**src/rtl/bf16_pkg.sv**
```systemverilog
// Shared bfloat16 definitions: field widths, canned special encodings and the
// sequencing states used by the iterative divider.
package bf16_pkg;

   localparam int EXP_W    = 8;
   localparam int FRAC_W   = 7;
   localparam int EXP_BIAS = 127;

   localparam logic [15:0] QNAN    = 16'h7FC0;
   localparam logic [15:0] POS_INF = 16'h7F80;

   typedef enum logic [1:0] {
      IDLE  = 2'd0,
      DIV   = 2'd1,
      ROUND = 2'd2,
      DONE  = 2'd3
   } state_t;

endpackage

```
**src/rtl/bf16_div_seq_if.sv**
```systemverilog
// Start/done request bundle for the iterative bf16 divider.
interface bf16_div_seq_if;
   logic        start;
   logic [15:0] A;
   logic [15:0] B;
   logic        busy;
   logic        done;
   logic [15:0] C;

   modport master (output start, A, B, input busy, done, C);
   modport slave  (input start, A, B, output busy, done, C);
endinterface

```
**src/rtl/bf16_classify.sv**
```systemverilog
// Combinational bf16 operand decode; denormals are flushed to zero so the
// significand always carries an explicit hidden one for nonzero operands.
module bf16_classify
   import bf16_pkg::*;
(
   input  logic [15:0]       op,
   output logic              sign,
   output logic              is_zero,
   output logic              is_inf,
   output logic              is_nan,
   output logic [EXP_W-1:0]  exponent,
   output logic [FRAC_W:0]   significand
);

   always_comb begin
      sign        = op[15];
      exponent    = op[14:7];
      is_zero     = (exponent == '0);
      is_inf      = (&exponent) && (op[6:0] == '0);
      is_nan      = (&exponent) && (op[6:0] != '0);
      significand = is_zero ? '0 : {1'b1, op[6:0]};
   end

endmodule

```
**src/rtl/bf16_div_seq.sv**
```systemverilog
// Iterative bf16 divider: radix-2 restoring mantissa divide, one bit per cycle,
// followed by a single normalize/round cycle. Latency is fixed at 11 edges.
module bf16_div_seq
   import bf16_pkg::*;
#(
   parameter int QUOT_BITS = 10   // datapath slicing below assumes exactly 10
) (
   input  logic          clk,
   input  logic          rst,
   bf16_div_seq_if.slave io
);

   state_t               state_q, state_d;
   logic [15:0]          a_q, a_d, b_q, b_d, c_q, c_d;
   logic [3:0]           cnt_q, cnt_d;
   logic [8:0]           rem_q, rem_d;
   logic [QUOT_BITS-1:0] quo_q, quo_d;
   logic                 busy_q, busy_d, done_q, done_d;

   logic                 sa, sb, za, zb, ia, ib, na, nb;
   logic [EXP_W-1:0]     ea, eb;
   logic [FRAC_W:0]      ma, mb;

   bf16_classify u_cls_a (.op(a_q), .sign(sa), .is_zero(za), .is_inf(ia),
                          .is_nan(na), .exponent(ea), .significand(ma));
   bf16_classify u_cls_b (.op(b_q), .sign(sb), .is_zero(zb), .is_inf(ib),
                          .is_nan(nb), .exponent(eb), .significand(mb));

   // First DIV cycle seeds the remainder with the dividend significand.
   logic [8:0] rem_cur;
   logic [7:0] rem_sub;
   logic       q_bit;

   always_comb begin
      rem_cur = (cnt_q == 4'd0) ? {1'b0, ma} : rem_q;
      q_bit   = (rem_cur >= {1'b0, mb});
      rem_sub = q_bit ? 8'(rem_cur - {1'b0, mb}) : rem_cur[7:0];
   end

   logic              s_res, guard, sticky, rnd;
   logic signed [9:0] exp_raw, exp_norm, exp_fin;
   logic [8:0]        qn;
   logic [7:0]        frac_rnd;
   logic [15:0]       res;

   always_comb begin
      s_res   = sa ^ sb;
      exp_raw = {2'b00, ea} - {2'b00, eb} + 10'(EXP_BIAS);
      // qn holds the bits below the leading one after normalization.
      if (quo_q[QUOT_BITS-1]) begin
         qn       = quo_q[8:0];
         exp_norm = exp_raw;
      end else begin
         qn       = {quo_q[7:0], 1'b0};
         exp_norm = exp_raw - 10'sd1;
      end
      guard    = qn[1];
      sticky   = qn[0] | (|rem_q);
      rnd      = guard & (sticky | qn[2]);
      frac_rnd = {1'b0, qn[8:2]} + {7'd0, rnd};
      exp_fin  = exp_norm + {9'd0, frac_rnd[7]};

      if (na || nb || (za && zb) || (ia && ib))
         res = QNAN;
      else if (zb || ia)
         res = POS_INF | {s_res, 15'd0};
      else if (za || ib)
         res = {s_res, 15'd0};
      else if (exp_fin >= 10'sd255)
         res = POS_INF | {s_res, 15'd0};
      else if (exp_fin <= 10'sd0)
         res = {s_res, 15'd0};
      else
         res = {s_res, exp_fin[7:0], frac_rnd[6:0]};
   end

   always_comb begin
      state_d = state_q;
      a_d     = a_q;
      b_d     = b_q;
      c_d     = c_q;
      cnt_d   = cnt_q;
      rem_d   = rem_q;
      quo_d   = quo_q;
      busy_d  = busy_q;
      done_d  = 1'b0;
      case (state_q)
         IDLE, DONE: begin
            busy_d  = 1'b0;
            state_d = IDLE;
            if (io.start) begin
               state_d = DIV;
               a_d     = io.A;
               b_d     = io.B;
               cnt_d   = '0;
               rem_d   = '0;
               quo_d   = '0;
               busy_d  = 1'b1;
            end
         end
         DIV: begin
            rem_d = {rem_sub, 1'b0};
            quo_d = {quo_q[QUOT_BITS-2:0], q_bit};
            cnt_d = cnt_q + 4'd1;
            if (cnt_q == 4'(QUOT_BITS - 1)) state_d = ROUND;
         end
         ROUND: begin
            c_d     = res;
            done_d  = 1'b1;
            busy_d  = 1'b0;
            state_d = DONE;
         end
         default: state_d = IDLE;
      endcase
   end

   always_ff @(posedge clk or posedge rst) begin
      if (rst) begin
         state_q <= IDLE;
         a_q     <= '0;
         b_q     <= '0;
         c_q     <= '0;
         cnt_q   <= '0;
         rem_q   <= '0;
         quo_q   <= '0;
         busy_q  <= 1'b0;
         done_q  <= 1'b0;
      end else begin
         state_q <= state_d;
         a_q     <= a_d;
         b_q     <= b_d;
         c_q     <= c_d;
         cnt_q   <= cnt_d;
         rem_q   <= rem_d;
         quo_q   <= quo_d;
         busy_q  <= busy_d;
         done_q  <= done_d;
      end
   end

   assign io.busy = busy_q;
   assign io.done = done_q;
   assign io.C    = c_q;

endmodule

```
**src/flat_wrapper.sv**
```systemverilog
// flat-port wrapper written by rule: the top's interface ports become plain ports
module bf16_div_seq_flat import bf16_pkg::*;
#(
   parameter int QUOT_BITS = 10                                               
)
  (clk, rst, io_start, io_A, io_B, io_busy, io_done, io_C);
  bf16_div_seq_if io_i ();
  input  logic clk;
  input  logic rst;
  input wire logic [$bits(io_i.start)-1:0] io_start;
  input wire logic [$bits(io_i.A)-1:0] io_A;
  input wire logic [$bits(io_i.B)-1:0] io_B;
  output wire logic [$bits(io_i.busy)-1:0] io_busy;
  output wire logic [$bits(io_i.done)-1:0] io_done;
  output wire logic [$bits(io_i.C)-1:0] io_C;
  assign io_i.start = io_start;
  assign io_i.A = io_A;
  assign io_i.B = io_B;
  assign io_busy = io_i.busy;
  assign io_done = io_i.done;
  assign io_C = io_i.C;
  bf16_div_seq #(.QUOT_BITS(QUOT_BITS)) u_core (.clk(clk), .rst(rst), .io(io_i));
endmodule
```
**config.mk**
```make
export PLATFORM = sky130hd
export DESIGN_NAME = bf16_div_seq_flat
export DESIGN_NICKNAME = d
export VERILOG_FILES = /design/src/rtl/bf16_pkg.sv /design/src/rtl/bf16_div_seq_if.sv /design/src/rtl/bf16_classify.sv /design/src/rtl/bf16_div_seq.sv /design/src/flat_wrapper.sv
export SDC_FILE = /design/constraint.sdc
export NUM_CORES = 1
export LEC_CHECK = 0
export BUFFER_PORTS_ARGS = -buffer_cell sky130_fd_sc_hd__buf_2
export CAP_MARGIN = 20
export CORE_UTILIZATION = 45
export CTS_CLUSTER_DIAMETER = 40
export DETAILED_ROUTE_END_ITERATION = 10
export GPL_ROUTABILITY_DRIVEN = 0
export PLACE_DENSITY = 0.7
export SLEW_MARGIN = 30
export SYNTH_ARGS = -nofsm -noshare
export SYNTH_HDL_FRONTEND = slang
export SYNTH_HIERARCHICAL = 1
export SYNTH_SLANG_ARGS = --single-unit
```
**constraint.sdc**
```tcl
create_clock -name clk -period 4.85 [get_ports clk]
set_input_delay 0.97 -clock clk [delete_from_list [all_inputs] [get_ports clk]]
set_output_delay 0.97 -clock clk [all_outputs]
set_load 0.02 [all_outputs]
```
## Word-level counts from Yosys, hierarchy flattened

Index checks and enable logic that the tools add are counted.

- Bits in writable memories: 0
- Memories: 0
- Flip-flop bits (word level): 75
- Memory bits (read-only): 0
- Bits in latches: 0

- Multipliers: 0
- Shift operators: 0
- Reductions and logical operators: 27
- Magnitude comparators: 3
- Add/sub/neg operators: 7
- Divide/modulo/power cells: 0
- Muxes and demuxes: 23
- Eq/ne operators: 6
- Bitwise logic cells: 4

Operators by type and width:

| operator | count |
|---|---|
| $mux 15 | 4 |
| $mux 9 | 3 |
| $mux 8 | 3 |
| $mux 10 | 2 |
| $pmux 10 s2 | 1 |
| $pmux 9 s2 | 1 |
| $logic_not 8->1 | 2 |
| $mux 16 | 1 |
| $reduce_and 8->1 | 2 |
| $logic_not 7->1 | 2 |
| $reduce_bool 7->1 | 2 |
| $add 10x1->10 | 1 |
| $add 10x7->10 const B | 1 |
| $ge 10x9->1 const B | 1 |
| $le 10x1->1 const B | 1 |
| $sub 10x2->10 const B | 1 |
| $ge 9x8->1 | 1 |
| $reduce_or 9->1 | 1 |
| $sub 8x8->9 | 1 |
| $add 7x1->8 | 1 |
| $pmux 4 s2 | 1 |
| $sub 8x8->8 | 1 |
| $logic_and 1x1->1 | 6 |
| $pmux 2 s3 | 1 |
| 19 further kinds | 29 |

## Depth between registers and ports, before layout

- Depth in word-level cells: 12
- Depth in mapped cells: 17
- Gate-level depth less buffers: 16

## Hierarchy

The synthesis kept the hierarchy.

By module, submodules not included:

| module | sequential area each (sq um) | cells each | area each (sq um) | instances |
|---|---|---|---|---|
| bf16_div_seq | 1851.8 | 509 | 5072.4 | 1 |
| bf16_classify | 0.0 | 28 | 216.5 | 2 |

## Least setup slack after synthesis

OpenSTA, ideal clock, no wires.

- Kind: register to register
- From: register u_core.cnt_q[0]
- To: register u_core.rem_q[2]
- Path buffers: 0
- Data arrival time: 3.738 ns
- Stages on the path, launching flop included: 17
- Clock period less this slack: 3.859 ns
- Path slack: 0.991 ns
- Data required time: 4.729 ns
- Cell sequence: dfrtp_1 inv_1 ha_1 nor3b_1 mux2i_1 inv_1 ha_1 nor2b_1 o21ai_0 a21boi_0 o21ai_0 a21boi_0 o21a_1 o21ai_0 nand2_1 mux2i_1 a22o_1

- Cells in the longest elaborated chain, start to end: 5
- Elaborated cells on any way between the ends: 6
- Classes of those cells: add/sub: 1; order compare: 1; mux: 3; reduce/logical: 1

RTL lines:

| what | RTL line | source |
|---|---|---|
| start, declared | bf16_div_seq.sv:15 | `logic [3:0] cnt_q, cnt_d;` |
| start signal, assigned | bf16_div_seq.sv:133 | `cnt_q <= cnt_d;` |
| $logic_not 4->1 (*) | bf16_div_seq.sv:35 | `rem_cur = (cnt_q == 4'd0) ? {1'b0, ma} : rem_q;` |
| $mux 9 (*) | bf16_div_seq.sv:35 |  |
| $sub 8x8->8 / $ge 9x8->1 (equally long branches) | bf16_div_seq.sv:37, bf16_div_seq.sv:36 |  |
| $mux 8 (*) | bf16_div_seq.sv:37 | `rem_sub = q_bit ? 8'(rem_cur - {1'b0, mb}) : rem_cur[7:0];` |
| $pmux 9 s2 (*) | bf16_div_seq.sv:87 | `case (state_q)` |
| end signal, assigned | bf16_div_seq.sv:134 | `rem_q <= rem_d;` |
| end, declared | bf16_div_seq.sv:16 | `logic [8:0] rem_q, rem_d;` |

Every way passes the cells marked *; elsewhere a longest branch is shown, timed or not.
A chain may end at the register's enable or synchronous reset.

## Worst setup path after layout

- From: register u_core.a_q[7]
- To: register u_core.c_q[4], in the netlist u_core/io.C[4]

- Cells in the longest elaborated chain, start to end: 11
- Elaborated cells on any way between the ends: 23
- Classes of those cells: add/sub: 4; order compare: 2; mux: 6; reduce/logical: 11

RTL lines:

| what | RTL line | source |
|---|---|---|
| start, declared | bf16_div_seq.sv:14 | `logic [15:0] a_q, a_d, b_q, b_d, c_q, c_d;` |
| start signal, assigned | bf16_div_seq.sv:120 | `a_q <= '0;` |
| start signal, assigned | bf16_div_seq.sv:130 | `a_q <= a_d;` |
| $sub 8x8->9 | bf16_div_seq.sv:48 | `exp_raw = {2'b00, ea} - {2'b00, eb} + 10'(EXP_BIAS);` |
| $add 10x7->10 | bf16_div_seq.sv:48 |  |
| $sub 10x2->10 | bf16_div_seq.sv:55 | `exp_norm = exp_raw - 10'sd1;` |
| $mux 10 | bf16_div_seq.sv:50 | `if (quo_q[QUOT_BITS-1]) begin` |
| $add 10x1->10 | bf16_div_seq.sv:61 | `exp_fin = exp_norm + {9'd0, frac_rnd[7]};` |
| $le 10x1->1 | bf16_div_seq.sv:71 | `else if (exp_fin <= 10'sd0)` |
| $mux 15 | bf16_div_seq.sv:71 |  |
| $mux 15 | bf16_div_seq.sv:69 | `else if (exp_fin >= 10'sd255)` |
| $mux 15 | bf16_div_seq.sv:67 | `else if (za \|\| ib)` |
| $mux 15 | bf16_div_seq.sv:65 | `else if (zb \|\| ia)` |
| $mux 16 (*) | bf16_div_seq.sv:63 | `if (na \|\| nb \|\| (za && zb) \|\| (ia && ib))` |
| end signal, assigned | bf16_div_seq.sv:122 | `c_q <= '0;` |
| end signal, assigned | bf16_div_seq.sv:132 | `c_q <= c_d;` |
| end, declared | bf16_div_seq.sv:14 |  |

Marked as above.

==> impl_metrics.tcl <==
set metrics [dict create \
    status "complete, no violations" \
    cpLargestDelayFamily "compound AO/OA/AOI/OAI gates" \
    min_period_ns 4.13 \
    synth_fa_ha_area_frac 0.0686 \
    dp_hpwl_um 8840 \
    finalSetupViolations 0 \
    synthesis.nets 629 \
    h-tree-depth 3 \
    antenna_cells 0 \
    yosys.area.top_type_share 0.336 \
    cts_hold_buf 0 \
    rsz0062_at_grt "no" \
    die_w_um 113 \
    hold-path-cell-count 2 \
    die_h_um 113 \
    grt_max_degree 55 \
    clockRootBuffer "clkbuf_16" \
    postPlaceCellArea_sq_um 5780 \
    reg2regPathDepth 14 \
    grt_pass1_vias 4132 \
    wirelength_um 11500 \
    drive_above_1_share 0.255 \
    core_sq_um 12000 \
    drc_errors 0 \
    finalHoldViolCount 0 \
    first_iter_violations 182 \
    firstDrtPassIters 5 \
    ant_nets 0 \
    hp-class "reg -> reg" \
    max_stage_delay_ns 0.57 \
    fp-row-count 40 \
    rr_startpoint "u_core/a_q[7]$_DFFE_PP0P_" \
    synth_top_cell_by_area "dfrtp_1" \
    synth_top_flop_cell "dfrtp_1" \
    crit_path_max_fanout 7 \
    synthTopCellsByCount "dfrtp_1 (74), nand2_1 (56), mux2_2 (39)" \
    finalInstanceArea_sq_um 6090 \
    max_freq_mhz 242 \
    vias 4199 \
    worstSetupPathType "reg -> reg" \
    crit_arrival_ns 4.31 \
    crit_chain "inv_1 -> ha_1 -> fa_1 -> ha_1 -> xor3_2 -> a32oi_4 -> a21boi_4 -> nor2_4 -> nand3_1 -> nor2_1 -> o311ai_0 -> o2111ai_2 -> o211ai_4 -> o32ai_2" \
    worst-path-stages 14 \
    port-buffer-count 52 \
    r2r_slack_ns 0.72 \
    yosysUniqueCellTypes 76 \
    fin_crit_sh 0.852 \
    grt_usage 0.195 \
    worst_path_max_delay_cell "o311ai_0" \
    regToRegEndpoint "u_core/io.C[4]$_DFFE_PP0P_" \
    grt_pass1_wl_um 19900 \
    synth_edf_count 0 \
    viasPerCell 5.57 \
    avgSynthCellArea_sq_um 9.74 \
    synth_compound_area_frac 0.179 \
    muxShareOfSynthArea 0.102 \
    cts_made_buffers 9 \
    cts_tree "yes" \
    drv_slew 0 \
    crit_path_end "u_core/io.C[4]$_DFFE_PP0P_" \
    endpoint_kind "register" \
    skew_ns 0.00567 \
    path_clk_slew_ns 0.06 \
    synth_area_sq_um 5510 \
    start_util 0.460 \
    cp_num_buf_inv 1 \
    clock_latency_ns 0.34 \
    synth_area_leaders "dfrtp_1 (34%), mux2_2 (8.0%), ha_1 (6.1%)" \
    synth_xor_area_frac 0.0539 \
    synth-simple-area-share 0.196 \
    slew_headroom 0.430 \
    antenna_found_initial 0 \
    drv_cap 0 \
    ios 53 \
    cts.repair.resized 0 \
    synth_top_family_by_area "simple AND/OR/NAND/NOR gates" \
    clkSinkCount 74 \
    ys_ff_latch 74 \
    final_nets 666 \
    yosys_warnings 6 \
    wire_per_inst_um 15.3 \
    cts_setup_buffers 0 \
    utilization 0.509 \
    setup-tns-final_ns 0 \
    clockBufferDepth 2 \
    grt_overflow_total 0 \
    synthArstFlopShare 1.00 \
    worst_pin_slew_ns 0.855 \
    yosysSeqAreaShare 0.336 \
    die_area_sq_um 12700 \
    syn_inst 565 \
    crit_start "u_core/a_q[7]$_DFFE_PP0P_" \
    area_growth_pct 10.6 \
    crit_required_ns 5.03 \
    path_common_cell "ha_1" \
    synth_most_common_cell "dfrtp_1" \
    crit_path_start_kind "register" \
]
how the worst min path moves through the flow:
stage                                              to                         from
after global placement     u_core/io.busy$_DFFE_PP0P_   u_core/io.busy$_DFFE_PP0P_
final                      u_core/io.busy$_DFFE_PP0P_   u_core/io.busy$_DFFE_PP0P_
after floorplan           u_core/rem_q[3]$_DFFE_PP0P_  u_core/rem_q[3]$_DFFE_PP0P_
after global routing       u_core/io.C[0]$_DFFE_PP0P_   u_core/io.C[0]$_DFFE_PP0P_
after CTS                  u_core/io.busy$_DFFE_PP0P_   u_core/io.busy$_DFFE_PP0P_
after detailed placement   u_core/io.busy$_DFFE_PP0P_   u_core/io.busy$_DFFE_PP0P_
cells by family after synthesis:
group | after synthesis
AOI/OAI and AO/OA | 122
xor gates and xnor gates | 27
adders and majority gates | 29
buffers and inverters | 69
DFF | 74
muxes | 51
and+or+nand+nor | 193
registers in the layout (all words and copies together), names as in the netlist:
register / count
u_core/quo_q: 10
u_core/io.C: 16
u_core/rem_q: 8
u_core/b_q: 16
u_core/io.done: 1
u_core/state_q: 2
u_core/cnt_q: 4
u_core/a_q: 16
u_core/io.busy: 1
cell type report:
cell class / count / area [sq um]
clock buffer: 11 / 253
clock inverter: 5 / 52.6
fill: 1082 / 5870
inverter: 37 / 139
multi-input combinational: 422 / 3300
sequential: 74 / 1850
tap: 147 / 184
timing repair buffer: 58 / 305
per-stage QoR:
step	instances	hold WS, ns	setup slack [ns]
final	754	0.498	0.719
after CTS	754	0.509	0.706
after floorplan	565	0.459	0.991
after global placement	738	0.479	0.903
after detailed placement	738	0.497	0.702
after global routing	754	0.532	0.445
worst reg2reg max path, stage by stage, from the launching register on:
cell and delay, ns:
dfrtp_1 0.39, inv_1 0.07, ha_1 0.23, fa_1 0.55, ha_1 0.27, xor3_2 0.37
a32oi_4 0.32, a21boi_4 0.30, nor2_4 0.08, nand3_1 0.20, nor2_1 0.07, o311ai_0 0.57
o2111ai_2 0.20, o211ai_4 0.22, o32ai_2 0.15
layer usage:
| metal | vias up | share of wire | global-route usage |
|---|---|---|---|
| met5 | - | 0 | 0 |
| met4 | 0 | 0.019 | 0.0702 |
| met3 | 17 | 0.041 | 0.0373 |
| met2 | 101 | 0.44 | 0.301 |
| met1 | 1971 | 0.50 | 0.272 |
| li1 | 2110 | - | - |
cells in the final DEF (no fill, tap or decap), drive strengths merged, types with 6 or more instances in the layout:
cell type,instances
mux2,39
nand4,7
and2,8
nand2,56
o21ai,28
xnor2,15
ha,27
nor4,11
nor2b,8
a21oi,16
nand3,23
o22ai,6
clkbuf,11
dfrtp,74
nor2,28
nor3,16
nand2b,9
inv,37
buf,58
a211oi,6
xor2,10
o32ai,6
o221a,7
mux2i,12
a21boi,19
or3,7
Power is not shown: default switching activity piles up to over one toggle a cycle in this logic, so the estimate is an artifact.
